File: src/rtl/imm_gen_stage.sv
// imm_gen_stage: decode-stage RISC-V immediate generator.
// Classifies each accepted instruction word by format, extends its immediate
// to XLEN and queues the result in a 2-entry elastic buffer so fetch and
// decode can stall independently. Keeps a saturating illegal-opcode count.
module imm_gen_stage #(
   parameter int XLEN  = 32,
   parameter int CNT_W = 16
) (
   input  logic             clk,
   input  logic             rst,
   input  logic             in_valid,
   output logic             in_ready,
   input  logic [31:0]      in_instr,
   output logic             out_valid,
   input  logic             out_ready,
   output logic [31:0]      out_instr,
   output logic [XLEN-1:0]  out_imm,
   output logic [2:0]       out_fmt,
   output logic             out_illegal,
   output logic [CNT_W-1:0] illegal_cnt
);

   localparam logic [2:0] FMT_NONE = 3'd0;
   localparam logic [2:0] FMT_I    = 3'd1;
   localparam logic [2:0] FMT_S    = 3'd2;
   localparam logic [2:0] FMT_B    = 3'd3;
   localparam logic [2:0] FMT_U    = 3'd4;
   localparam logic [2:0] FMT_J    = 3'd5;
   localparam logic [2:0] FMT_Z    = 3'd6;

   typedef struct packed {
      logic [31:0]     instr;
      logic [XLEN-1:0] imm;
      logic [2:0]      fmt;
      logic            illegal;
   } entry_t;

   // Saturating increment: the counter sticks at all-ones instead of wrapping.
   function automatic logic [CNT_W-1:0] sat_inc(input logic [CNT_W-1:0] v);
      return (v == '1) ? v : v + CNT_W'(1);
   endfunction

   logic [6:0] opc;
   logic [2:0] funct3;
   entry_t     dec;
   entry_t     head_q, head_d;
   entry_t     tail_q, tail_d;
   logic [1:0] count_q, count_d;
   logic [CNT_W-1:0] ill_cnt_q, ill_cnt_d;
   logic       push, pop;

   assign opc    = in_instr[6:0];
   assign funct3 = in_instr[14:12];

   // in_ready looks only at the registered occupancy, never at out_ready.
   assign in_ready  = (count_q != 2'd2);
   assign out_valid = (count_q != 2'd0);
   assign push      = in_valid && in_ready;
   assign pop       = out_valid && out_ready;

   // Combinational format classification and immediate extension of in_instr.
   always_comb begin
      dec         = '0;
      dec.instr   = in_instr;
      dec.fmt     = FMT_NONE;
      dec.illegal = 1'b1;
      case (opc)
         7'b0010011, 7'b0000011, 7'b1100111, 7'b0001111: begin
            dec.fmt     = FMT_I;
            dec.imm     = XLEN'($signed(in_instr[31:20]));
            dec.illegal = 1'b0;
         end
         7'b1110011: begin
            dec.illegal = 1'b0;
            if (funct3[2]) begin
               // CSR immediate forms carry an unsigned 5-bit zimm in the rs1 field.
               dec.fmt = FMT_Z;
               dec.imm = XLEN'(in_instr[19:15]);
            end else begin
               dec.fmt = FMT_I;
               dec.imm = XLEN'($signed(in_instr[31:20]));
            end
         end
         7'b0011011: begin
            if (XLEN == 64) begin
               dec.fmt     = FMT_I;
               dec.imm     = XLEN'($signed(in_instr[31:20]));
               dec.illegal = 1'b0;
            end
         end
         7'b0100011: begin
            dec.fmt     = FMT_S;
            dec.imm     = XLEN'($signed({in_instr[31:25], in_instr[11:7]}));
            dec.illegal = 1'b0;
         end
         7'b1100011: begin
            dec.fmt     = FMT_B;
            dec.imm     = XLEN'($signed({in_instr[31], in_instr[7], in_instr[30:25],
                                         in_instr[11:8], 1'b0}));
            dec.illegal = 1'b0;
         end
         7'b0110111, 7'b0010111: begin
            dec.fmt     = FMT_U;
            dec.imm     = XLEN'($signed({in_instr[31:12], 12'b0}));
            dec.illegal = 1'b0;
         end
         7'b1101111: begin
            dec.fmt     = FMT_J;
            dec.imm     = XLEN'($signed({in_instr[31], in_instr[19:12], in_instr[20],
                                         in_instr[30:21], 1'b0}));
            dec.illegal = 1'b0;
         end
         7'b0110011: begin
            dec.illegal = 1'b0;
         end
         7'b0111011: begin
            if (XLEN == 64) begin
               dec.illegal = 1'b0;
            end
         end
         default: begin
            dec.illegal = 1'b1;
         end
      endcase
   end

   // Buffer next state: head is always the oldest entry, tail only used at count 2.
   always_comb begin
      head_d  = head_q;
      tail_d  = tail_q;
      count_d = count_q;
      case (count_q)
         2'd0: begin
            if (push) begin
               head_d  = dec;
               count_d = 2'd1;
            end
         end
         2'd1: begin
            if (push && pop) begin
               head_d = dec;
            end else if (push) begin
               tail_d  = dec;
               count_d = 2'd2;
            end else if (pop) begin
               count_d = 2'd0;
            end
         end
         default: begin
            if (pop) begin
               head_d  = tail_q;
               count_d = 2'd1;
            end
         end
      endcase
   end

   // Illegal-word counter next state, counted on accept only.
   always_comb begin
      ill_cnt_d = ill_cnt_q;
      if (push && dec.illegal) begin
         ill_cnt_d = sat_inc(ill_cnt_q);
      end
   end

   // Control state: occupancy and illegal counter, cleared by reset.
   always_ff @(posedge clk) begin
      if (rst) begin
         count_q   <= 2'd0;
         ill_cnt_q <= '0;
      end else begin
         count_q   <= count_d;
         ill_cnt_q <= ill_cnt_d;
      end
   end

   // Entry storage; contents are don't-care while empty because outputs are masked.
   always_ff @(posedge clk) begin
      head_q <= head_d;
      tail_q <= tail_d;
   end

   assign out_instr   = out_valid ? head_q.instr   : '0;
   assign out_imm     = out_valid ? head_q.imm     : '0;
   assign out_fmt     = out_valid ? head_q.fmt     : FMT_NONE;
   assign out_illegal = out_valid ? head_q.illegal : 1'b0;
   assign illegal_cnt = ill_cnt_q;

endmodule

File: config.mk
export PLATFORM = sky130hd
export DESIGN_NAME = imm_gen_stage
export DESIGN_NICKNAME = d
export VERILOG_FILES = /design/src/rtl/imm_gen_stage.sv
export SDC_FILE = /design/constraint.sdc
export NUM_CORES = 1
export LEC_CHECK = 0
export ABC_AREA = 1
export BUFFER_PORTS_ARGS = -buffer_cell sky130_fd_sc_hd__buf_2
export CAP_MARGIN = 20
export CELL_PAD_IN_SITES_DETAIL_PLACEMENT = 1
export CELL_PAD_IN_SITES_GLOBAL_PLACEMENT = 2
export CORE_AREA = 3 3 163 165
export CTS_BUF_LIST = sky130_fd_sc_hd__clkbuf_16
export CTS_CLUSTER_DIAMETER = 60
export DETAILED_ROUTE_END_ITERATION = 6
export DIE_AREA = 0 0 166 168
export PLACE_DENSITY_LB_ADDON = 0.1
export SYNTH_ARGS = -nofsm -noshare
export SYNTH_HDL_FRONTEND = slang
export SYNTH_SLANG_ARGS = --single-unit
File: constraint.sdc
create_clock -name clk -period 12.1 [get_ports clk]
set_clock_uncertainty 0.2 [all_clocks]
set_input_delay 1.21 -clock clk [delete_from_list [all_inputs] [get_ports clk]]
set_output_delay 1.21 -clock clk [all_outputs]
set_load 0.05 [all_outputs]
==> results of run 1 <==
-- registers in the layout, indices dropped and copies added, names as in the netlist --
| signal | flops |
|---|---|
| head_q | 68 |
| count_q | 2 |
| illegal_cnt | 16 |
| tail_q | 68 |
-- cell usage after synthesis (5+ instances only) --
library cell / count
nand3_2: 21
nand2_1: 252
nand4_1: 13
nand2_2: 6
o21ai_0: 35
edfxtp_1: 136
nand3_1: 21
xor2_1: 5
nor2_2: 8
dfxtp_1: 18
a21oi_1: 18
clkbuf_1: 19
nor2_1: 143
buf_2: 6
inv_1: 112
-- stage by stage --
| step | setup slack, ps | util | hold slack [ps] |
|---|---|---|---|
| after CTS | 8320 | 0.360 | 322 |
| after floorplan | 5410 | - | 293 |
| final | 8460 | 0.360 | 319 |
| after global routing | 8230 | 0.360 | 326 |
| after detailed placement | 8770 | 0.335 | 305 |
| after global placement | 8790 | 0.335 | 298 |
-- final cells by class --
| class | count | area (um^2) | area share |
|---|---|---|---|
| Sequential cell | 154 | 4450 | 0.490 |
| Multi-Input combinational cell | 543 | 2480 | 0.274 |
| Timing Repair Buffer | 129 | 666 | 0.0734 |
| Inverter | 117 | 439 | 0.0484 |
| Clock buffer | 17 | 425 | 0.0469 |
| Tap cell | 330 | 413 | 0.0455 |
| Clock inverter | 15 | 198 | 0.0218 |
-- power by group through the flow --
stage / logic (mW) / clock network, mW / registers (mW)
after floorplan: 0.159 / 0 / 0.646
after global placement: 0.233 / 0 / 0.639
after detailed placement: 0.234 / 0 / 0.639
after CTS: 0.235 / 0.587 / 0.628
after global routing: 0.250 / 0.607 / 0.631
final: 0.229 / 0.571 / 0.628
-- worst register-to-register path: stages (launching register included) --
cell and delay (ps):
dfxtp_1 340, nor2_4 490, buf_4 580, nor2_1 150, nor2_4 100, buf_4 730
-- per-layer routing --
metal / share of wire / routed length [um] / GRT usage
met5: 0 / 0 / 0
met2: 0.46 / 9350 / 0.238
met1: 0.50 / 10200 / 0.207
met4: 0.0099 / 201 / 0.0412
met3: 0.030 / 613 / 0.0218
-- kinds of logic after synthesis --
logic type / share of synthesized area
flip-flops: 0.592
adder cells (fa/ha/maj): 0.00167
buffers and inverters: 0.0800
XOR/XNOR: 0.00583
AND/OR/NAND/NOR: 0.277
AO/OA/AOI/OAI: 0.0438
-- path summary, 6_finish.rpt --
| path | startpoint | endpoint | slack, ps | cells after the start |
|---|---|---|---|---|
| worst max-delay path | count_q[0] | out_instr[20] | 8460 | 4 |
| worst min-delay path | tail_q[51] | head_q[51] | 320 | 2 |
| worst max register to register | count_q[0] | head_q[4] | 9050 | 5 |
| worst min register to register | tail_q[51] | head_q[51] | 320 | 2 |
==> results.json, run 1 <==
{
  "cts_root_buffer": "clkbuf_16",
  "grt_first_pass_wirelength_mm": 32.6,
  "synth_top_area_cell": "edfxtp_1",
  "power_mw": 1.43,
  "initial_core_util": 0.298,
  "final_hold_viol_count": 0,
  "post_synth.cell_area_avg_um2": 8.86,
  "leakage_nw": 4.27,
  "crit_arrival_ps": 2230,
  "dr.first_iter.drc_count": 267,
  "antenna_found_initial": 0,
  "route.detailed.drc": 0,
  "cts_max_path_buffers": 2,
  "place.gp.congestion": 0.736,
  "synth_cell_type_count": 35,
  "grt_use_total": 0.147,
  "routedWlPerCell_um": 15.6,
  "rows": 58,
  "cts.sinks": 154,
  "antenna_cells": 0,
  "clk_pin_slew_ps": 70,
  "fmax_mhz": 275,
  "cts_tree": "yes",
  "slew_viol_final": 0,
  "instances_no_fill": 1305,
  "crit_chain": "nor2_4 > buf_4 > nor2_1 > buf_2",
  "synth-edff-count": 136,
  "first_pass_iters": 4,
  "critPathMaxStageDelay_ps": 580,
  "synth_fp_nets": 884,
  "ctsHtreeMaxLevel": 4,
  "cp-start-kind": "flop",
  "holdBufCountCts": 0,
  "area_delta_synth_final_pct": 20.8,
  "layout_common_cells": "252 x nand2_1, 141 x nor2_1, 136 x edfxtp_1",
  "dp_hpwl_mm": 13.6,
  "slew_headroom": 0.333,
  "antenna_left": 0,
  "placedInstanceArea_mm2": 0.00844,
  "numCtsBuffers": 17,
  "grt_remaining_overflow": 0,
  "synthArstFlopShare": 0,
  "via_per_inst": 4.41,
  "synth-seq-cells": 154,
  "end_kind": "output pin",
  "switchingPower_mw": 0.419,
  "synthesis.area_mm2": 0.00751,
  "p_seq_frac": 0.440,
  "final_nets": 999,
  "ys_warn_count": 0,
  "ir_drop_v": 0.0000781,
  "io_buffer_count": 121,
  "final_common_cell": "nand2_1",
  "fillCellCount": 3027,
  "maxCapViolations": 0,
  "path_buf_inv": 2,
  "top_level_ports": 122,
  "period_share": 0.301,
  "hp-class": "reg -> reg",
  "syn-instance-count": 847,
  "drive_gt1_frac": 0.214,
  "cp_max_fo": 44,
  "pwr-share-comb": 0.160,
  "grt_pass1_vias": 5885,
  "critical_path_class": "reg -> out",
  "final_cell_area_mm2": 0.00907,
  "post_cts_buffers": 0,
  "dieHeight_um": 168,
  "cp.required_ps": 10690,
  "worstSkewPairLatency_ps": 420,
  "ctsResizeCount": 0,
  "wl_mm": 20.4,
  "crit_family": "buffers and inverters",
  "p_int_mw": 1.01,
  "yosysSeqAreaShare": 0.592,
  "setup_tns_ps": 0,
  "p_per_area_mw_per_mm2": 157,
  "period_needed_ps": 3640,
  "p_clk_frac": 0.400,
  "vias": 5758,
  "status": "finished clean",
  "switching_share": 0.294,
  "grt_max_degree": 92,
  "place_inst": 1273,
  "core-area_mm2": 0.0252,
  "fp.dieW_um": 166,
  "rsz0062_at_grt": "false",
  "synth.top_cell.area_share": 0.544,
  "slowest_stage": "buf_4",
  "die-area_mm2": 0.0279,
  "setup_violations": 0,
  "synth_flop_cell": "edfxtp_1",
  "worst_pin_slew_ps": 1000,
  "synth_area_leaders": "edfxtp_1 54%, nand2_1 13%, nor2_1 7.2%"
}
No activity file was read; power rests on OpenSTA's default activity.
==> run 2: changes to the inputs <==
==> constraint.sdc (replaced) <==
create_clock -name clk -period 3.7 [get_ports clk]
set_clock_uncertainty 0.2 [all_clocks]
set_input_delay 0.37 -clock clk [delete_from_list [all_inputs] [get_ports clk]]
set_output_delay 0.37 -clock clk [all_outputs]
set_load 0.05 [all_outputs]
==> run 2 against run 1 <==
Effect of this change:
- register-to-register slack worse by 7600 ps
- global-route usage increased by 0.19 points
- final cell count is 1.8% higher
- clock-buffer cell count unchanged
- critical path depth is the same
- setup slack got worse by 7500 ps
==> results.json, run 2 (same netlist as run 1, synthesis figures left out) <==
{
  "fp.dieW_um": 166,
  "grt_pass1_vias": 6186,
  "switchingPower_mw": 1.40,
  "rows": 58,
  "cp-start-kind": "flop",
  "via_per_inst": 4.43,
  "power_mw": 4.60,
  "cts.sinks": 154,
  "top_level_ports": 122,
  "grt_use_total": 0.149,
  "final_nets": 1023,
  "place.gp.congestion": 0.721,
  "p_per_area_mw_per_mm2": 495,
  "cp_max_fo": 35,
  "cts_root_buffer": "clkbuf_16",
  "setup_tns_ps": 0,
  "period_share": 0.728,
  "wl_met2_mm": 9.21,
  "critical_path_class": "reg -> out",
  "io_buffer_count": 121,
  "final_cell_area_mm2": 0.00929,
  "first_pass_iters": 4,
  "final_common_cell": "nand2_1",
  "cts_max_path_buffers": 2,
  "setup_violations": 0,
  "post_cts_buffers": 0,
  "pwr-share-comb": 0.168,
  "area_delta_synth_final_pct": 23.8,
  "ir_drop_v": 0.000268,
  "grt_max_degree": 69,
  "status": "finished clean",
  "final_hold_viol_count": 0,
  "dr.first_iter.drc_count": 313,
  "numCtsBuffers": 17,
  "p_int_mw": 3.20,
  "route.detailed.drc": 0,
  "cp.required_ps": 3130,
  "ctsHtreeMaxLevel": 4,
  "end_kind": "output pin",
  "m1WireLength_mm": 10.4,
  "switching_share": 0.305,
  "dp_hpwl_mm": 13.9,
  "instances_no_fill": 1329,
  "worstSkewPairLatency_ps": 410,
  "worst_pin_slew_ps": 975,
  "wl_mm": 20.3,
  "dieHeight_um": 168,
  "place_inst": 1275,
  "p_seq_frac": 0.447,
  "core-area_mm2": 0.0252,
  "wl_met3_um": 582,
  "grt_first_pass_wirelength_mm": 33.6,
  "rsz0062_at_grt": "false",
  "fmax_mhz": 371,
  "drive_gt1_frac": 0.212,
  "grt_remaining_overflow": 0,
  "p_clk_frac": 0.385,
  "antenna_left": 0,
  "cts_tree": "yes",
  "hp-class": "in -> reg",
  "die-area_mm2": 0.0279,
  "top_layer": "met4",
  "leakage_nw": 4.34,
  "antenna_cells": 0,
  "layout_common_cells": "252 x nand2_1, 141 x nor2_1, 136 x edfxtp_1",
  "placedInstanceArea_mm2": 0.00848,
  "period_needed_ps": 2690,
  "slew_viol_final": 0,
  "vias": 5892,
  "antenna_found_initial": 0,
  "slew_headroom": 0.350,
  "initial_core_util": 0.298,
  "crit_arrival_ps": 2120,
  "routedWlPerCell_um": 15.3,
  "maxCapViolations": 0,
  "clk_pin_slew_ps": 70
}
## run 2: power by group through the flow
stage	Combinational [mW]	Clock (mW)	Sequential, mW
3_3_place_gp	0.767	0	2.09
4_1_cts	0.791	1.83	2.06
3_5_place_dp	0.770	0	2.09
6_report	0.773	1.77	2.05
5_1_grt	0.846	1.90	2.07
2_1_floorplan	0.524	0	2.11
## run 2: cell type report
class	count	area, um^2
tap	330	413
fill	2993	15900
timing repair buffer	153	913
sequential	154	4450
multi-input combinational	543	2490
clock buffer	17	425
clock inverter	15	166
inverter	117	439
## run 2: per-layer routing
layer | vias up | GRT usage
li1 | 2979 | -
met1 | 2810 | 0.213
met2 | 95 | 0.241
met3 | 8 | 0.0232
met4 | 0 | 0.0325
met5 | - | 0
## run 2: critical path, stage by stage, from the launching register on
cell	delay [ps]
dfxtp_2	530
nor2_4	480
buf_4	390
nor2_1	80
buf_2	220
## run 2: repair_timing
| item | in CTS | in global routing |
|---|---|---|
| setup endpoints to repair | 0 | 0 |
| hold buffers | 22 | 0 |
| hold endpoints to repair | 23 | 0 |
| gates resized for setup | 0 | 0 |
## run 2: through the flow
step / hold slack (ps) / utilization / setup slack, ps
global route: 4.41 / 0.369 / 802
CTS: 1.10 / 0.369 / 921
floorplan: 242 / - / 170
global placement: 298 / 0.337 / 1260
finish: 13.7 / 0.369 / 1010
detailed placement: 309 / 0.337 / 1240
## run 2: final timing paths
check	from	to	slack, ps	cells after the start
worst max-delay path	count_q[1]	out_imm[12]	1010	4
worst max register to register	count_q[1]	tail_q[4]	1440	4
worst min-delay path	in_instr[19]	tail_q[55]	10	1
worst min register to register	tail_q[22]	head_q[22]	320	2
==> run 3: changes to the inputs <==
--- a/config.mk
+++ b/config.mk
@@ -5,16 +5,16 @@
 export SDC_FILE = /design/constraint.sdc
 export NUM_CORES = 1
 export LEC_CHECK = 0
-export ABC_AREA = 1
+export ABC_AREA = 0
 export BUFFER_PORTS_ARGS = -buffer_cell sky130_fd_sc_hd__buf_2
 export CAP_MARGIN = 20
 export CELL_PAD_IN_SITES_DETAIL_PLACEMENT = 1
 export CELL_PAD_IN_SITES_GLOBAL_PLACEMENT = 2
-export CORE_AREA = 3 3 163 165
+export CORE_AREA = 3 3 157 159
 export CTS_BUF_LIST = sky130_fd_sc_hd__clkbuf_16
 export CTS_CLUSTER_DIAMETER = 60
 export DETAILED_ROUTE_END_ITERATION = 6
-export DIE_AREA = 0 0 166 168
+export DIE_AREA = 0 0 160 162
 export PLACE_DENSITY_LB_ADDON = 0.1
 export SYNTH_ARGS = -nofsm -noshare
 export SYNTH_HDL_FRONTEND = slang
==> constraint.sdc (replaced) <==
create_clock -name clk -period 2.3 [get_ports clk]
set_clock_uncertainty 0.2 [all_clocks]
set_input_delay 0.23 -clock clk [delete_from_list [all_inputs] [get_ports clk]]
set_output_delay 0.23 -clock clk [all_outputs]
set_load 0.05 [all_outputs]
==> run 3 against run 2 <==
Effect of this change:
- core utilization up 2.7 points
- final area fell by 0.16%
- clock-buffer cell count did not move
- flip-flop and latch count unchanged
- via count is 15% lower
- sequential power grew 56%
- total power grew 50%
- die area down 7.1%
- setup slack got worse by 980 ps
- global-route usage is 0.41 points lower
- synthesized area down 6.7%
- critical endpoint is now illegal_cnt[12]
- highest routed layer unchanged
==> results.json, run 3 <==
{
  "dr.first_iter.drc_count": 271,
  "cts.sinks": 154,
  "end_kind": "flop",
  "slew_viol_final": 0,
  "via_per_inst": 4.68,
  "place_ws_ps": 36.0,
  "ys_warn_count": 0,
  "min-delay-start": "in_instr[4]",
  "synth.most_common_cell": "edfxtp_1",
  "fp.dieW_um": 160,
  "synth-seq-cells": 154,
  "multiInputGateArea_mm2": 0.00242,
  "setup_violations": 0,
  "cp.required_ps": 2450,
  "antenna_left": 0,
  "leakage_nw": 3.73,
  "maxCapViolations": 0,
  "cts_tree": "yes",
  "synth_cell_type_count": 45,
  "timing.final.ws_setup_ps": 28.7,
  "synthMuxAreaShare": 0.0618,
  "final_hold_viol_count": 0,
  "p_seq_frac": 0.465,
  "io_buffer_count": 121,
  "synthArstFlopShare": 0,
  "period_share": 0.988,
  "fin_util": 0.396,
  "drive_gt1_frac": 0.324,
  "yosysSeqAreaShare": 0.635,
  "cts_max_path_buffers": 2,
  "crit_arrival_ps": 2420,
  "place.gp.congestion": 0.783,
  "synth_top_family_by_area": "simple AND/OR/NAND/NOR gates",
  "first_pass_iters": 4,
  "worst_pin_slew_ps": 544,
  "rsz0062_at_grt": "false",
  "rows": 56,
  "p_clk_frac": 0.410,
  "synth_flop_cell": "edfxtp_1",
  "fillCellCount": 2577,
  "final_nets": 781,
  "layout_common_cells": "136 x edfxtp_1, 113 x buf_2, 79 x nand2_1",
  "ir_drop_v": 0.000480,
  "synth_area_leaders": "edfxtp_1 58%, and2_1 6.4%, mux2_2 5.5%",
  "place_inst": 1011,
  "synthXorXnorAreaFrac": 0,
  "cts_root_buffer": "clkbuf_16",
  "cp_max_fo": 19,
  "final_common_cell": "edfxtp_1",
  "grt_max_degree": 100,
  "initial_core_util": 0.299,
  "area_delta_synth_final_pct": 32.4,
  "synth-edff-count": 136,
  "instances_no_fill": 1076,
  "synth.top_cell.area_share": 0.583,
  "hp-class": "in -> reg",
  "dp_hpwl_mm": 12.5,
  "status": "finished clean",
  "numCtsBuffers": 17,
  "routedWlPerCell_um": 17.6,
  "slew_headroom": 0.636,
  "grt_use_total": 0.145,
  "worstSkewPairLatency_ps": 420,
  "synthesis.area_mm2": 0.00700,
  "reg2reg_from": "illegal_cnt[0]",
  "top_level_ports": 122,
  "post_cts_buffers": 0,
  "cp-start-kind": "primary input",
  "ys_top_cells_by_count": "136 x edfxtp_1, 79 x nand2_1, 72 x and2_1",
  "wl_mm": 19.0,
  "vias": 5034,
  "period_needed_ps": 2270,
  "startpoint": "in_instr[5]",
  "synthSimpleGateAreaFrac": 0.187,
  "syn-instance-count": 575,
  "synth_top_area_cell": "edfxtp_1",
  "core-area_mm2": 0.0234,
  "synth_compound_area_frac": 0.0874,
  "p_per_area_mw_per_mm2": 741,
  "pwr-share-comb": 0.125,
  "antenna_found_initial": 0,
  "synthAdderAreaFrac": 0.00179,
  "switchingPower_mw": 1.81,
  "switching_share": 0.263,
  "p_int_mw": 5.07,
  "synth_fp_nets": 612,
  "grt_pass1_vias": 5281,
  "ctsHtreeMaxLevel": 4,
  "antenna_cells": 0,
  "critical_path_class": "in -> reg",
  "grt_first_pass_wirelength_mm": 29.6,
  "grt_remaining_overflow": 0,
  "clk_pin_slew_ps": 70,
  "dieHeight_um": 162,
  "post_synth.cell_area_avg_um2": 12.2,
  "seqCellArea_mm2": 0.00446,
  "fmax_mhz": 440,
  "die-area_mm2": 0.0259,
  "route.detailed.drc": 0
}
==> run 3: logic make-up after synthesis <==
logic type / Yosys count
adders and majority gates: 1
DFF: 154
buffers and inverters: 46
muxes: 39
AOI/OAI and AO/OA: 94
and+or+nand+nor: 241
==> run 3: power by group through the flow <==
| stage | registers [mW] | logic, mW | clock network (mW) |
|---|---|---|---|
| after CTS | 3.20 | 0.850 | 2.92 |
| after floorplan | 3.26 | 0.520 | 0 |
| after global placement | 3.25 | 0.793 | 0 |
| after global routing | 3.21 | 0.926 | 3.02 |
| after detailed placement | 3.26 | 0.805 | 0 |
| final | 3.20 | 0.862 | 2.82 |
==> run 3: layer usage <==
| metal | GRT usage | vias up | routed length [um] | share of wire |
|---|---|---|---|---|
| met5 | 0 | - | 0 | 0 |
| met4 | 0.0316 | 0 | 126 | 0.0066 |
| met3 | 0.0337 | 8 | 723 | 0.038 |
| met2 | 0.241 | 107 | 9290 | 0.49 |
| met1 | 0.194 | 2478 | 8840 | 0.47 |
| li1 | - | 2441 | - | - |
==> run 3: worst paths after layout <==
check / slack (ps) / to / cells past startpoint
hold reg to reg: 310 / head_q[57] / 2
setup / recovery: 30 / illegal_cnt[12] / 9
hold / removal: 30 / tail_q[40] / 2
setup reg to reg: 140 / illegal_cnt[3] / 7
==> run 3: area by class of cell <==
class | count | area share
Multi-Input combinational cell | 375 | 0.261
Clock buffer | 17 | 0.0459
Clock inverter | 15 | 0.0179
Inverter | 12 | 0.00486
Sequential cell | 154 | 0.481
Tap cell | 319 | 0.0430
Timing Repair Buffer | 184 | 0.146
==> run 3: timing repair <==
item,CTS,global route
hold buffers,33,0
endpoints found under the setup margin,0,45
gates resized for setup,0,20
endpoints found under the hold margin,75,0
==> run 3: per-stage QoR <==
stage               power (mW)  setup TNS [ps]  hold slack, ps  cell area, um^2
floorplan                 3.78          -35220             109             7090
global placement          4.05               0             249             8270
detailed placement        4.06               0             256             8270
CTS                       6.96               0           0.434             9190
global route              7.16               0            32.6             9280
finish                    6.88               0            29.7             9280
==> run 3: critical path, stage by stage <==
cell and delay (ps):
buf_2 110, dlygate4sd3_1 560, buf_4 160, inv_2 60
o22ai_2 90, a211o_4 380, buf_12 160, or4b_1 510
a21oi_1 140
